===== src/rtl/order_manager.sv =====
// order_manager: turns registered buy/sell decisions into single orders on a
// valid/ready gateway interface, enforcing a signed position limit and an
// anti-churn cooldown. Tracks net position and counts lost decisions.
module order_manager #(
  parameter int data_width      = 8,
  parameter int qty_width       = 8,
  parameter int order_qty       = 1,
  parameter int max_position    = 4,
  parameter int cooldown_cycles = 16
) (
  input  logic                  clk,
  input  logic                  rst,
  input  logic                  sig_valid,
  input  logic                  buy_signal,
  input  logic                  sell_signal,
  input  logic [data_width-1:0] price,
  input  logic                  order_ready,
  output logic                  order_valid,
  output logic                  order_side,
  output logic [data_width-1:0] order_price,
  output logic [qty_width-1:0]  order_quantity,
  output logic [qty_width-1:0]  position,
  output logic [15:0]           drop_count,
  output logic                  busy
);

  // Counter only needs to hold cooldown_cycles; keep at least one bit.
  localparam int CNT_W = (cooldown_cycles > 1) ? $clog2(cooldown_cycles + 1) : 1;

  // Limit arithmetic is done one bit wider than the position so the
  // candidate position can never wrap before it is compared.
  localparam logic signed [qty_width:0] QTY_S = (qty_width + 1)'(order_qty);
  localparam logic signed [qty_width:0] MAX_S = (qty_width + 1)'(max_position);

  typedef enum logic [1:0] {IDLE, ISSUE, COOLDOWN} state_t;

  state_t                 state_q, state_d;
  logic [CNT_W-1:0]       cnt_q, cnt_d;
  logic                   side_q, side_d;
  logic [data_width-1:0]  price_q, price_d;
  logic [qty_width-1:0]   qty_q, qty_d;
  logic [qty_width-1:0]   position_q, position_d;
  logic [15:0]            drop_q, drop_d;
  logic                   valid_q, valid_d;
  logic                   busy_q, busy_d;

  logic                   decision;
  logic                   conflict;
  logic                   drop_inc;
  logic                   buy_ok;
  logic                   sell_ok;
  logic signed [qty_width:0] pos_ext;

  assign decision = sig_valid & (buy_signal ^ sell_signal);
  assign conflict = sig_valid & buy_signal & sell_signal;
  assign pos_ext  = {position_q[qty_width-1], position_q};
  assign buy_ok   = (pos_ext + QTY_S) <= MAX_S;
  assign sell_ok  = (pos_ext - QTY_S) >= -MAX_S;

  // Next-state logic: admission, handshake, cooldown and drop accounting.
  always_comb begin
    state_d    = state_q;
    cnt_d      = cnt_q;
    side_d     = side_q;
    price_d    = price_q;
    qty_d      = qty_q;
    position_d = position_q;
    drop_inc   = conflict;

    case (state_q)
      IDLE: begin
        if (decision) begin
          if (buy_signal ? buy_ok : sell_ok) begin
            side_d  = buy_signal;
            price_d = price;
            qty_d   = qty_width'(order_qty);
            state_d = ISSUE;
          end else begin
            drop_inc = 1'b1;
          end
        end
      end
      ISSUE: begin
        if (decision) drop_inc = 1'b1;
        if (valid_q && order_ready) begin
          position_d = side_q ? (position_q + qty_q) : (position_q - qty_q);
          if (cooldown_cycles == 0) begin
            state_d = IDLE;
          end else begin
            state_d = COOLDOWN;
            cnt_d   = CNT_W'(cooldown_cycles);
          end
        end
      end
      COOLDOWN: begin
        if (decision) drop_inc = 1'b1;
        if (cnt_q <= CNT_W'(1)) begin
          state_d = IDLE;
          cnt_d   = '0;
        end else begin
          cnt_d = cnt_q - CNT_W'(1);
        end
      end
      default: begin
        state_d = IDLE;
        cnt_d   = '0;
      end
    endcase

    drop_d  = (drop_inc && (drop_q != 16'hFFFF)) ? (drop_q + 16'd1) : drop_q;
    valid_d = (state_d == ISSUE);
    busy_d  = (state_d != IDLE);
  end

  // State and output registers; every output comes straight from a flop.
  always_ff @(posedge clk) begin
    if (rst) begin
      state_q    <= IDLE;
      cnt_q      <= '0;
      side_q     <= 1'b0;
      price_q    <= '0;
      qty_q      <= '0;
      position_q <= '0;
      drop_q     <= '0;
      valid_q    <= 1'b0;
      busy_q     <= 1'b0;
    end else begin
      state_q    <= state_d;
      cnt_q      <= cnt_d;
      side_q     <= side_d;
      price_q    <= price_d;
      qty_q      <= qty_d;
      position_q <= position_d;
      drop_q     <= drop_d;
      valid_q    <= valid_d;
      busy_q     <= busy_d;
    end
  end

  assign order_valid    = valid_q;
  assign order_side     = side_q;
  assign order_price    = price_q;
  assign order_quantity = qty_q;
  assign position       = position_q;
  assign drop_count     = drop_q;
  assign busy           = busy_q;

endmodule


===== config.mk =====
export PLATFORM = sky130hd
export DESIGN_NAME = order_manager
export DESIGN_NICKNAME = d
export VERILOG_FILES = /design/src/rtl/order_manager.sv
export SDC_FILE = /design/constraint.sdc
export NUM_CORES = 1
export LEC_CHECK = 0
export CAP_MARGIN = 25
export CORE_ASPECT_RATIO = 1.25
export CORE_MARGIN = 5
export CORE_UTILIZATION = 35
export CTS_CLUSTER_SIZE = 16
export DETAILED_ROUTE_END_ITERATION = 10
export SLEW_MARGIN = 20
export SYNTH_ARGS = -nofsm -noshare
export SYNTH_HDL_FRONTEND = slang
export SYNTH_SLANG_ARGS = --single-unit
export TNS_END_PERCENT = 50

===== constraint.sdc =====
create_clock -name clk -period 6.5 [get_ports clk]
set_input_delay 0.975 -clock clk [delete_from_list [all_inputs] [get_ports clk]]
set_output_delay 0.975 -clock clk [all_outputs]
set_load 0.02 [all_outputs]

==> results of run 1 <==
==> power groups by stage <==
stage | combinational [mW] | clock, mW | sequential (mW)
2_1_floorplan | 0.0484 | 0 | 0.289
3_3_place_gp | 0.0825 | 0 | 0.282
3_5_place_dp | 0.0830 | 0 | 0.282
4_1_cts | 0.0835 | 0.187 | 0.276
5_1_grt | 0.0909 | 0.199 | 0.277
6_report | 0.0824 | 0.180 | 0.276
==> how the worst max path moves through the flow <==
stage,start,to,slack (ns),depth (start not counted)
finish,buy_signal,drop_count[5],3.57,7
global route,buy_signal,drop_count[13],3.36,7
CTS,buy_signal,drop_count[5],3.57,7
detailed placement,buy_signal,drop_count[5],3.26,7
global placement,buy_signal,drop_count[5],3.32,7
floorplan,buy_signal,drop_count[5],4.09,6
==> cells in the final DEF (no fill, tap or decap), types with 2 or more instances in the layout <==
master	n
sky130_fd_sc_hd__clkdlybuf4s50_1	49
sky130_fd_sc_hd__nor2_1	43
sky130_fd_sc_hd__dfxtp_1	43
sky130_fd_sc_hd__o21ai_0	16
sky130_fd_sc_hd__nand2_1	16
sky130_fd_sc_hd__a21oi_1	15
sky130_fd_sc_hd__inv_1	14
sky130_fd_sc_hd__ha_1	14
sky130_fd_sc_hd__mux2i_1	13
sky130_fd_sc_hd__nand3_1	10
sky130_fd_sc_hd__nor3_1	10
sky130_fd_sc_hd__xor2_1	8
sky130_fd_sc_hd__conb_1	7
sky130_fd_sc_hd__xnor2_1	6
sky130_fd_sc_hd__nand4_1	5
sky130_fd_sc_hd__or3_1	5
sky130_fd_sc_hd__o211ai_1	5
sky130_fd_sc_hd__clkbuf_8	5
sky130_fd_sc_hd__nor2b_1	4
sky130_fd_sc_hd__and2_1	4
sky130_fd_sc_hd__o21bai_1	3
sky130_fd_sc_hd__nor2_2	2
sky130_fd_sc_hd__and3_1	2
sky130_fd_sc_hd__and4_1	2
sky130_fd_sc_hd__o2111ai_1	2
sky130_fd_sc_hd__a21boi_0	2
sky130_fd_sc_hd__nor4b_1	2
sky130_fd_sc_hd__clkinvlp_4	2
==> per-stage QoR <==
step                setup slack (ns)  hold slack, ns  area [um2]  std cells
floorplan                       4.09           0.467        2400        287
global placement                3.32           0.476        2920        411
detailed placement              3.26           0.482        2920        411
CTS                             3.57           0.496        3010        419
global route                    3.36           0.514        3010        419
finish                          3.57           0.494        3010        419
==> routing by layer <==
layer,vias to the layer above,GRT usage,share of wire
met5,-,0,0
met1,993,0.147,0.45
met4,0,0.0446,0.016
met2,45,0.225,0.48
met3,7,0.0363,0.053
li1,1075,-,-
==> layout make-up <==
| cell class | count | area share |
|---|---|---|
| timing repair buffer | 50 | 0.165 |
| inverter | 14 | 0.0174 |
| tap | 87 | 0.0361 |
| clock buffer | 5 | 0.0228 |
| clock inverter | 3 | 0.00789 |
| sequential | 43 | 0.286 |
| multi-input combinational | 217 | 0.465 |
==> worst max-delay path: stages <==
cell                              delay (ns)
sky130_fd_sc_hd__clkdlybuf4s50_1        0.60
sky130_fd_sc_hd__xor2_1                 0.22
sky130_fd_sc_hd__nand4b_1               0.19
sky130_fd_sc_hd__a311oi_4               0.52
sky130_fd_sc_hd__o21bai_1               0.20
sky130_fd_sc_hd__or3_1                  0.33
sky130_fd_sc_hd__a21oi_1                0.13
==> kinds of logic after synthesis <==
family          count (synthesis)  synth area share
xor+xnor                       14            0.0517
fa+ha+maj                      15            0.0822
flops                          43             0.363
buf+inv                        27            0.0569
mux                            13            0.0548
other cells                     1           0.00158
compound gates                 56             0.158
simple gates                  112             0.232
==> registers in the layout, summed over array words and instances, names as in the netlist <==
register        cells
position            8
order_price         8
order_quantity      1
drop_count         16
state_q             2
order_side          1
order_valid         1
cnt_q               5
busy                1
==> impl_summary.log, run 1 <==
[metrics] outcome: finished clean
[metrics] starting density of the core: 0.362
[metrics] final net count: 360
[metrics] leak pwr: 1.16 nW
[metrics] Post-Route Utilization: 0.459
[metrics] normalized max-slew margin: 0.535
[metrics] Internal Dissipation: 0.384 mW
[metrics] average vias per placed instance: slightly above 5
[metrics] clock tree from TritonCTS: built
[metrics] leading post-synthesis cells by cell area: sky130_fd_sc_hd__dfxtp_1, sky130_fd_sc_hd__ha_1, sky130_fd_sc_hd__nor2_1, sky130_fd_sc_hd__mux2i_1, sky130_fd_sc_hd__o21ai_0
[metrics] clock-pin slew on the worst setup and hold paths: 0.09 ns
[metrics] switching power total: ~0.15 mW
[metrics] number of violations of the max-capacitance limit: 0
[metrics] number of buffers added by the clock tree synthesis step: 5
[metrics] number of failing setup endpoints in the final timing report: 0
[metrics] Avg WL per Cell: between 10 and 15 um
[metrics] area delta synth->final: 26.9%
[metrics] Synth Instances: roughly 280
[metrics] worst setup path category: input pin to flop
[metrics] Die Ht: between 100 and 150 um
[metrics] number of enable flip-flop cells after synthesis: 0
[metrics] die area: about 8500 um2
[metrics] worst slew pin tran: 0.695 ns
[metrics] area used by multi-input combinational logic: 1400 um2
[metrics] Critical Path RT: between 6 and 7 ns
[metrics] site row count: 33
[metrics] routed via count: between 2,000 and 2,500
[metrics] number of synthesis warnings: 0
[metrics] Hold Violations, Final: 0
[metrics] endpoint of the lowest-slack register-to-register path: drop_count[5]
[metrics] synthesis-stage register bit count: 43
[metrics] Top FF cell, synth: sky130_fd_sc_hd__dfxtp_1
[metrics] max-slew violation count: 0
[metrics] startpoint of the most critical hold path: order_quantity[0]
[metrics] GRT Overall Usage: 0.127
[metrics] core region area: between 6000 and 7000 um2
[metrics] number of antenna violations at the first check in global routing: 0
[metrics] cell types with the highest counts after synthesis: sky130_fd_sc_hd__dfxtp_1, sky130_fd_sc_hd__nor2_1, sky130_fd_sc_hd__nand2_1, sky130_fd_sc_hd__o21ai_0, sky130_fd_sc_hd__a21oi_1
[metrics] proportion of power drawn by the clock network: 0.335
[metrics] mapped cell area: approximately 2400 um2
[metrics] overflow left after global routing: 0
[metrics] FILL cells: a little under 700
[metrics] layout cells sized above 1: 0.0422
[metrics] total power: approximately 0.54 mW
[metrics] fraction of power consumed by sequential logic: 0.512
[metrics] maximum number of pins on one net before global-route repair: 42
[metrics] Synth area leader: sky130_fd_sc_hd__dfxtp_1
[metrics] Tmin final: 2.93 ns
[metrics] launch point of the worst reg-to-reg path: state_q[1]
[metrics] register area: roughly 860 um2
[metrics] CTS Hold Buffers Added: 0
[metrics] number of gates resized after cts: 0
[metrics] maximum frequency from static timing analysis: 341 MHz
[metrics] final antenna diode count: 0
[metrics] area fraction of the dominant cell type after synthesis: 0.363
[metrics] Port Buf Inserts: 49
[metrics] number of placed I/O pins: 57
[metrics] Data arrival, critical path: 3.17 ns
[metrics] fraction of synthesis flops using an asynchronous set or reset pin: 0
[metrics] number of post-CTS setup repair buffers: 0
[metrics] worst-case reg-to-reg path depth: 8
[metrics] critical path startpoint category: input pin
[metrics] worst clock skew on the final layout: ~0.0045 ns
[metrics] H-Tree Level Count: 2
[metrics] unrepaired setup endpoints after global routing: false
[metrics] Register-to-Register Setup Slack: ~4.1 ns
[metrics] HP Class: flop to flop
[metrics] Final GP Congestion: 0.805
[metrics] sink of the worst hold path: order_quantity[0]
[metrics] mean cell area of the mapped netlist: approximately 8.4 um2
[metrics] peak supply drop: 0.0000752 V
[metrics] critical path endpoint category: flop
[metrics] Worst Path Max Fanout: 10
[metrics] # clock sinks: 43
[metrics] number of distinct standard cells referenced by the synthesized netlist: 50
[metrics] number of design-rule violations left by the first detailed-router iteration: between 70 and 80
[metrics] Root Buffer: sky130_fd_sc_hd__clkbuf_8
[metrics] clock network latency to the later pin of the worst-skew pair: 0.30 ns
[metrics] post-route antenna net violation count: 0
[metrics] switching power share of the total: 0.287
[metrics] number of optimization iterations in the first detailed-route pass: 4
[metrics] hold depth: 2
[metrics] sum of net half-perimeters after detailed placement: between 3000 and 4000 um
[metrics] proportion of power drawn by combinational gates: 0.153
[metrics] via count of the first global-routing pass: about 2,000
[metrics] DRC errors left: 0
[metrics] Total Routed Length: roughly 5400 um
[metrics] pwr dens: roughly 180 nW/um2
[metrics] floorplan die width: 83.7 um
[metrics] number of buffers between clock root and the deepest sink: 2
[metrics] final period utilization: 0.451
[metrics] sum of negative setup slack: 0 ns
[metrics] proportion of synthesized chip area in sequential cells: 0.363
[metrics] global-route wire length before repair: a little under 9000 um
(Power assumes the default switching activity.)
==> run 2, diff against run 1 <==
==> constraint.sdc (replaced) <==
create_clock -name clk -period 2.75 [get_ports clk]
set_input_delay 0.4125 -clock clk [delete_from_list [all_inputs] [get_ports clk]]
set_output_delay 0.4125 -clock clk [all_outputs]
set_load 0.02 [all_outputs]
==> impl_summary.log, run 2 (same netlist as run 1, synthesis figures left out) <==
[metrics] Data arrival, critical path: ~2.7 ns
[metrics] Die Ht: a little over 100 um
[metrics] Final Instance Count excl. Fillers: 421
[metrics] Largest register FFs: 16
[metrics] final antenna diode count: 0
[metrics] core region area: around 6600 um2
[metrics] switching power share of the total: 0.277
[metrics] number of post-CTS setup repair buffers: 0
[metrics] Setup Slack @ Placement: just under 0.06 ns
[metrics] post-route antenna net violation count: 0
[metrics] final period utilization: 0.878
[metrics] CTS Hold Buffers Added: 0
[metrics] sum of net half-perimeters after detailed placement: 4110 um
[metrics] maximum frequency from static timing analysis: between 400 and 500 MHz
[metrics] Avg WL per Cell: 12.9 um
[metrics] die area: about 8500 um2
[metrics] clock network latency to the later pin of the worst-skew pair: approximately 0.30 ns
[metrics] worst-case reg-to-reg path depth: 8
[metrics] proportion of power drawn by combinational gates: 0.152
[metrics] number of instances in the placed design: roughly 410
[metrics] overflow left after global routing: 0
[metrics] unrepaired setup endpoints after global routing: false
[metrics] critical path startpoint category: flop
[metrics] Internal Dissipation: 0.931 mW
[metrics] routed via count: 2,120
[metrics] global-route wire length before repair: approximately 9100 um
[metrics] worst slew pin tran: approximately 0.53 ns
[metrics] Hold Violations, Final: 0
[metrics] normalized max-slew margin: 0.643
[metrics] number of buffers added by the clock tree synthesis step: 5
[metrics] Port Buf Inserts: 49
[metrics] Tmin final: approximately 2.4 ns
[metrics] number of placed I/O pins: between 50 and 60
[metrics] H-Tree Level Count: 2
[metrics] outcome: finished clean
[metrics] number of failing setup endpoints in the final timing report: 0
[metrics] GRT Overall Usage: 0.130
[metrics] total power: 1.29 mW
[metrics] worst clock skew on the final layout: approximately 0.008 ns
[metrics] number of antenna violations at the first check in global routing: 0
[metrics] layout cells sized above 1: 0.0479
[metrics] worst setup path category: flop to flop
[metrics] number of design-rule violations left by the first detailed-router iteration: ~100
[metrics] proportion of power drawn by the clock network: 0.341
[metrics] Root Buffer: sky130_fd_sc_hd__clkbuf_8
[metrics] clock-pin slew on the worst setup and hold paths: approximately 0.09 ns
[metrics] average vias per placed instance: between 5 and 6
[metrics] DRC errors left: 0
[metrics] # clock sinks: 43
[metrics] most common cell after layout, fill and taps aside: sky130_fd_sc_hd__clkdlybuf4s50_1
[metrics] Total Routed Length: 5420 um
[metrics] switching power total: around 0.36 mW
[metrics] maximum number of pins on one net before global-route repair: 29
[metrics] HP Class: flop to flop
[metrics] leading cell types in the layout, fill and taps excluded: sky130_fd_sc_hd__clkdlybuf4s50_1, sky130_fd_sc_hd__nor2_1, sky130_fd_sc_hd__dfxtp_1
[metrics] max-slew violation count: 0
[metrics] pwr dens: 424 nW/um2
[metrics] fraction of power consumed by sequential logic: 0.506
[metrics] clock tree from TritonCTS: built
[metrics] FILL cells: 677
[metrics] final net count: 362
[metrics] critical path endpoint category: flop
[metrics] number of gates resized after cts: 0
[metrics] leak pwr: around 1.2 nW
[metrics] Critical Path RT: ~3.0 ns
[metrics] area delta synth->final: 27.8%
[metrics] site row count: 33
[metrics] number of buffers between clock root and the deepest sink: 2
[metrics] Worst Path Max Fanout: 10
[metrics] via count of the first global-routing pass: just under 2,000
[metrics] setup slack of the critical path after layout: 0.336 ns
[metrics] floorplan die width: 83.7 um
[metrics] number of optimization iterations in the first detailed-route pass: 4
[metrics] starting density of the core: 0.362
[metrics] sum of negative setup slack: 0 ns
[metrics] hold depth: 2
[metrics] Post-Route Utilization: 0.462
[metrics] Final GP Congestion: just over 0.8
[metrics] number of violations of the max-capacitance limit: 0
[metrics] peak supply drop: between 0.0002 and 0.0003 V
-- run 2: cell type report --
class	count	area, um2	area share
Inverter	14	52.6	0.0173
Tap cell	87	109	0.0359
Multi-Input combinational cell	217	1400	0.461
Clock buffer	6	82.6	0.0272
Timing Repair Buffer	52	513	0.169
Sequential cell	43	861	0.284
Clock inverter	2	16.3	0.00536
-- run 2: critical path: stages, from the launching register on --
cell and delay (ns):
sky130_fd_sc_hd__dfxtp_1 0.40, sky130_fd_sc_hd__inv_1 0.08, sky130_fd_sc_hd__ha_1 0.36, sky130_fd_sc_hd__or3_1 0.15, sky130_fd_sc_hd__nand4b_1 0.17, sky130_fd_sc_hd__a311oi_4 0.53, sky130_fd_sc_hd__nor2_2 0.15, sky130_fd_sc_hd__or3_1 0.37
sky130_fd_sc_hd__a21oi_1 0.14
-- run 2: metrics by stage --
step	instance area [um2]	hold WS, ns
after floorplan	2400	0.467
after global placement	2940	0.476
after detailed placement	2940	0.487
after CTS	3030	0.505
after global routing	3030	0.539
final	3030	0.502
-- run 2: final timing paths --
check | start | endpoint | slack [ns]
worst max-delay path | state_q[1] | drop_count[13] | 0.34
worst min-delay path | order_price[2] | order_price[2] | 0.50
worst max register to register | state_q[1] | drop_count[13] | 0.34
worst min register to register | order_price[2] | order_price[2] | 0.50
-- run 2: power groups by stage --
stage | clock network, mW | registers (mW) | logic [mW]
after CTS | 0.459 | 0.652 | 0.198
after global routing | 0.482 | 0.654 | 0.216
after detailed placement | 0 | 0.666 | 0.197
after global placement | 0 | 0.666 | 0.195
final | 0.439 | 0.651 | 0.196
after floorplan | 0 | 0.684 | 0.114
-- run 2: routing by layer --
metal / vias up / share of wire / routed length, um / track usage
met3: 11 / 0.055 / 300 / 0.0379
li1: 1085 / - / - / -
met2: 54 / 0.47 / 2540 / 0.220
met1: 970 / 0.45 / 2440 / 0.153
met5: - / 0 / 0 / 0
met4: 0 / 0.026 / 140 / 0.0594
==> run 3, diff against run 2 <==
--- a/config.mk
+++ b/config.mk
@@ -11,6 +11,8 @@
 export CORE_UTILIZATION = 35
 export CTS_CLUSTER_SIZE = 16
 export DETAILED_ROUTE_END_ITERATION = 10
+export PLACE_DENSITY = 0.62
+export RECOVER_POWER = 25
 export SLEW_MARGIN = 20
 export SYNTH_ARGS = -nofsm -noshare
 export SYNTH_HDL_FRONTEND = slang
==> constraint.sdc (replaced) <==
create_clock -name clk -period 2.6 [get_ports clk]
set_input_delay 0.39 -clock clk [delete_from_list [all_inputs] [get_ports clk]]
set_output_delay 0.39 -clock clk [all_outputs]
set_load 0.02 [all_outputs]
==> impl_summary.log, run 3 (same netlist as run 1, synthesis figures left out) <==
[metrics] pwr dens: 463 nW/um2
[metrics] number of buffers between clock root and the deepest sink: 2
[metrics] outcome: finished clean
[metrics] core region area: 6570 um2
[metrics] area delta synth->final: 29.2%
[metrics] worst setup path category: flop to flop
[metrics] setup slack of the critical path after layout: 0.237 ns
[metrics] Die Ht: ~100 um
[metrics] Port Buf Inserts: 49
[metrics] worst clock skew on the final layout: 0.00868 ns
[metrics] standard cell area after detailed placement: ~3000 um2
[metrics] overflow left after global routing: 0
[metrics] final antenna diode count: 0
[metrics] DRC errors left: 0
[metrics] max-slew violation count: 0
[metrics] peak supply drop: roughly 0.00018 V
[metrics] global-route wire length before repair: ~9100 um
[metrics] Hold Violations, Final: 0
[metrics] Total Routed Length: between 5000 and 6000 um
[metrics] GRT Overall Usage: 0.131
[metrics] maximum frequency from static timing analysis: between 400 and 500 MHz
[metrics] CTS Hold Buffers Added: 0
[metrics] number of gates resized after cts: 0
[metrics] routed via count: approximately 2,100
[metrics] Setup Slack @ Placement: 0.0895 ns
[metrics] clock-pin slew on the worst setup and hold paths: ~0.080 ns
[metrics] Root Buffer: sky130_fd_sc_hd__clkbuf_8
[metrics] Data arrival, critical path: ~2.6 ns
[metrics] Final GP Congestion: about 0.77
[metrics] number of post-CTS setup repair buffers: 0
[metrics] maximum number of pins on one net before global-route repair: 27
[metrics] site row count: 33
[metrics] number of placed I/O pins: 57
[metrics] clock network latency to the later pin of the worst-skew pair: 0.30 ns
[metrics] H-Tree Level Count: 2
[metrics] layout cells sized above 1: 0.0534
[metrics] average vias per placed instance: 5.00
[metrics] critical path startpoint category: flop
[metrics] number of violations of the max-capacitance limit: 0
[metrics] clock tree from TritonCTS: built
[metrics] worst hold margin: 0.494 ns
[metrics] Avg WL per Cell: about 13 um
[metrics] number of optimization iterations in the first detailed-route pass: 4
[metrics] final net count: ~370
[metrics] Largest register FFs: 16
[metrics] via count of the first global-routing pass: between 2,000 and 2,500
[metrics] post-route antenna net violation count: 0
[metrics] HP Class: flop to flop
[metrics] Worst Path Max Fanout: 7
[metrics] critical path endpoint category: flop
[metrics] total power: 1.42 mW
[metrics] sum of net half-perimeters after detailed placement: roughly 4300 um
[metrics] unrepaired setup endpoints after global routing: false
[metrics] leading cell types in the layout, fill and taps excluded: sky130_fd_sc_hd__nor2_1, sky130_fd_sc_hd__dfxtp_1, sky130_fd_sc_hd__clkdlybuf4s50_1
[metrics] # clock sinks: 43
[metrics] final period utilization: 0.909
[metrics] leak pwr: about 1.3 nW
[metrics] number of buffers added by the clock tree synthesis step: 5
[metrics] post-layout instance area: between 3000 and 4000 um2
[metrics] starting density of the core: 0.362
[metrics] Post-Route Utilization: 0.467
[metrics] Tmin final: between 2 and 2.5 ns
[metrics] number of antenna violations at the first check in global routing: 0
[metrics] number of instances in the placed design: approximately 420
[metrics] Final Instance Count excl. Fillers: 424
[metrics] floorplan die width: approximately 84 um
[metrics] number of design-rule violations left by the first detailed-router iteration: between 80 and 90
[metrics] die area: around 8500 um2
[metrics] number of failing setup endpoints in the final timing report: 0
[metrics] Critical Path RT: 2.84 ns
[metrics] sum of negative setup slack: 0 ns
[run 3: cell count changes in the layout (fill, tap and decap cells not counted), sizes merged]
cell / previous run / this run
buf: 3 / 5
bufinv: 0 / 1
clkdlybuf4s50: 49 / 33
clkinv: 1 / 2
clkinvlp: 1 / 0
dlygate4sd3: 0 / 16
[run 3: final timing paths]
check / from / endpoint / slack (ns) / cells past startpoint
worst min register to register: order_price[5] / order_price[5] / 0.49 / 2
worst min-delay path: order_price[5] / order_price[5] / 0.49 / 2
worst max register to register: order_side / position[6] / 0.24 / 9
worst max-delay path: order_side / position[6] / 0.24 / 9
[run 3: cell type report]
type | instances | area (um2)
fillers | 634 | 3500
multi-input cells | 217 | 1400
flip-flops and latches | 43 | 861
repair buffers | 55 | 532
well taps | 87 | 109
clock buffers | 5 | 68.8
inverters | 14 | 52.6
clock inverters | 3 | 43.8
[run 3: where the power goes]
group | switching [mW] | internal, mW
Combinational | 0.118 | 0.0893
Clock | 0.236 | 0.286
Sequential | 0.0137 | 0.676
[run 3: metal layers]
metal / global-route usage / share of wire
met1: 0.148 / 0.44
met2: 0.239 / 0.51
met3: 0.0298 / 0.035
met4: 0.0520 / 0.013
met5: 0 / 0
[run 3: worst max-delay path, stage by stage, from the launching register on]
cell and delay (ns):
sky130_fd_sc_hd__dfxtp_1 0.37, sky130_fd_sc_hd__nand2b_1 0.20, sky130_fd_sc_hd__inv_1 0.16, sky130_fd_sc_hd__ha_1 0.35, sky130_fd_sc_hd__nor2b_1 0.18, sky130_fd_sc_hd__o21ai_0 0.12, sky130_fd_sc_hd__a21boi_0 0.28, sky130_fd_sc_hd__o21ai_0 0.16
sky130_fd_sc_hd__or4_1 0.41, sky130_fd_sc_hd__nand3_1 0.09
==> RTL change (settings of run 3) <==
The parameter `qty_width` goes from 8 to 6.
--- a/src/rtl/order_manager.sv
+++ b/src/rtl/order_manager.sv
@@ -5,3 +5,3 @@
   parameter int data_width      = 8,
-  parameter int qty_width       = 8,
+  parameter int qty_width       = 6,
   parameter int order_qty       = 1,
Ports: changed (resized order_quantity and position); port bits go from 57 to 53. No check against the original RTL was run, so the function may have changed too.
==> RTL change against run 3 <==
Design area shrank 1.6%; power shrank 6.0%; routed wire length shrank 0.69%; via count grew 2.3%; non-clock buffer count stayed put; sequential cell count decreased by 2; worst setup slack improved by 0.046 ns; synthesized area shrank 2.0%.
==> RTL change: results (changes against run 3) <==
| Metric | Value |
|---|---|
| Outcome | finished, final reports clean (unchanged) |
| Routability congestion estimate | 0.7992 (was 0.7686) |
| Worst endpoint data arrival time | 2.50 ns (was 2.60 ns) |
| Nonclk inv count | 10 (was 14) |
| Reg2Reg Depth | 8 (was 9) |
| Total track usage | 13.73% (was 13.09%) |
| P_int | 0.9811 mW (was 1.052 mW) |
| Clk. pwr | 0.466 mW (was 0.522 mW) |
| Reg2reg end | drop_count[7]$_SDFFE_PP0P_ (was position[6]$_SDFFE_PP0P_) |
| Drt wl/cell | 13.39 um (was 13.04 um) |
| Layout cells sized above 1 | 7.121% (was 5.341%) |
| Top post-synthesis cells by count | dfxtp_1 (41), nor2_1 (24), a21oi_1 (23) (was dfxtp_1 (43), nor2_1 (43), nand2_1 (16), o21ai_0 (16), a21oi_1 (15)) |
| Layout non-clock buf frac | 18.17% (was 17.34%) |
| Maximum VDD drop | 0.3209 mV (was 0.1817 mV) |
| Placed inst area | 2923 um^2 (was 2958 um^2) |
| Yosys reg bits | 41 (was 43) |
| Vias in the first global route | 2094 (was 2034) |
| First-pass GRT wire length | 9625 um (was 9149 um) |
| WHS | 0.4940 ns (about the same) |
| Hold Startpoint | order_price[6]$_SDFFE_PP0P_ (was order_price[5]$_SDFFE_PP0P_) |
| Clock slew seen by the registers of the worst setup and hold paths | 0.08 ns (about the same) |
| Syn Std Cell Area | 2327 um^2 (was 2374 um^2) |
| Cells after Synth | 271 (was 281) |
| Ranking of synthesized cells by area | dfxtp_1 (35%), ha_1 (6.5%), a21oi_1 (4.9%) (was dfxtp_1 (36%), ha_1 (7.4%), nor2_1 (6.8%)) |
| Fraction of area in registers | 27.21% (was 28.07%) |
| Static Leak | 1.161 nW (was 1.255 nW) |
| Worst-path fanout max | 27 (was 7) |
| R2R Setup Slk | 0.28 ns (was 0.24 ns) |
| Fraction of area in multi-input gates | 46.41% (was 45.65%) |
| Synth unique cells | 54 (was 50) |
| Sequential share of the synthesized area | 35.27% (was 36.27%) |
| Clock buffers | 7 (was 5) |
| Multi-In Gates | 209 (was 217) |
| Vias/cell | 5.295 (was 5.005) |
| Post-Place Cells | 402 (was 416) |
| Port Buffers | 47 (was 49) |
| Nets | 349 (was 365) |
| Cells resized by post-CTS repair | 0 (unchanged) |
| 1st-iter DRT viols | 95 (was 85) |
| Power Sequential | 0.658 mW (was 0.690 mW) |
| Layout filler cell count | 662 (was 634) |
| Largest net degree at the start of global routing | 45 (was 27) |
| Dpl ws | 0.009500 ns (was 0.08947 ns) |
| FF-to-FF Start | state_q[1]$_SDFF_PP0_ (was order_side$_SDFFE_PP0P_) |
| Finished Layout Cells | 410 (was 424) |
| Setup Skew | 0.004805 ns (was 0.008676 ns) |
RTL change: cell types whose count changed after synthesis, moves of 5 or more:
cell	run 3	this run
xnor2_1	6	1
o31ai_1	1	6
xor2_1	8	0
a21oi_1	15	23
mux2_1	0	5
nor2_1	43	24
or4_1	1	7
RTL change: how the worst max path moves through the flow:
| stage | from | end | slack (ns) | depth (start not counted) |
|---|---|---|---|---|
| after floorplan | order_side$_SDFFE_PP0P_ | position[5]$_SDFFE_PP0P_ | 0.28 | 8 |
| after global placement | buy_signal | drop_count[9]$_SDFFE_PP0P_ | 0.08 | 7 |
| after detailed placement | buy_signal | drop_count[9]$_SDFFE_PP0P_ | 0.009 | 7 |
| after CTS | state_q[1]$_SDFF_PP0_ | drop_count[9]$_SDFFE_PP0P_ | 0.26 | 8 |
| after global routing | state_q[1]$_SDFF_PP0_ | drop_count[9]$_SDFFE_PP0P_ | 0.11 | 8 |
| final | state_q[1]$_SDFF_PP0_ | drop_count[7]$_SDFFE_PP0P_ | 0.28 | 8 |
RTL change: metal layers:
metal / track usage, % / routed length (um) / up-vias
li1: - / - / 1083
met1: 15.29 / 2295 / 1007
met2: 24.51 / 2709 / 77
met3: 5.126 / 442 / 4
met4: 4.151 / 42 / 0
met5: 0 / 0 / -
RTL change: logic make-up after synthesis:
logic type / after synthesis / share of synthesized area [%]
simple gates: 113 / 27.53
compound gates: 62 / 17.36
flops: 41 / 35.27
buf+inv: 25 / 5.215
mux: 15 / 6.774
fa+ha+maj: 13 / 7.312
other cells: 1 / 0.1611
xor+xnor: 1 / 0.3764
RTL change: critical path, cell delays in order (launching register included):
cell	delay, ns
dfxtp_1	0.43
inv_1	0.11
ha_1	0.32
nor3_2	0.06
nor4b_4	0.32
o31ai_4	0.12
buf_12	0.17
nor4_1	0.32
mux2_1	0.36
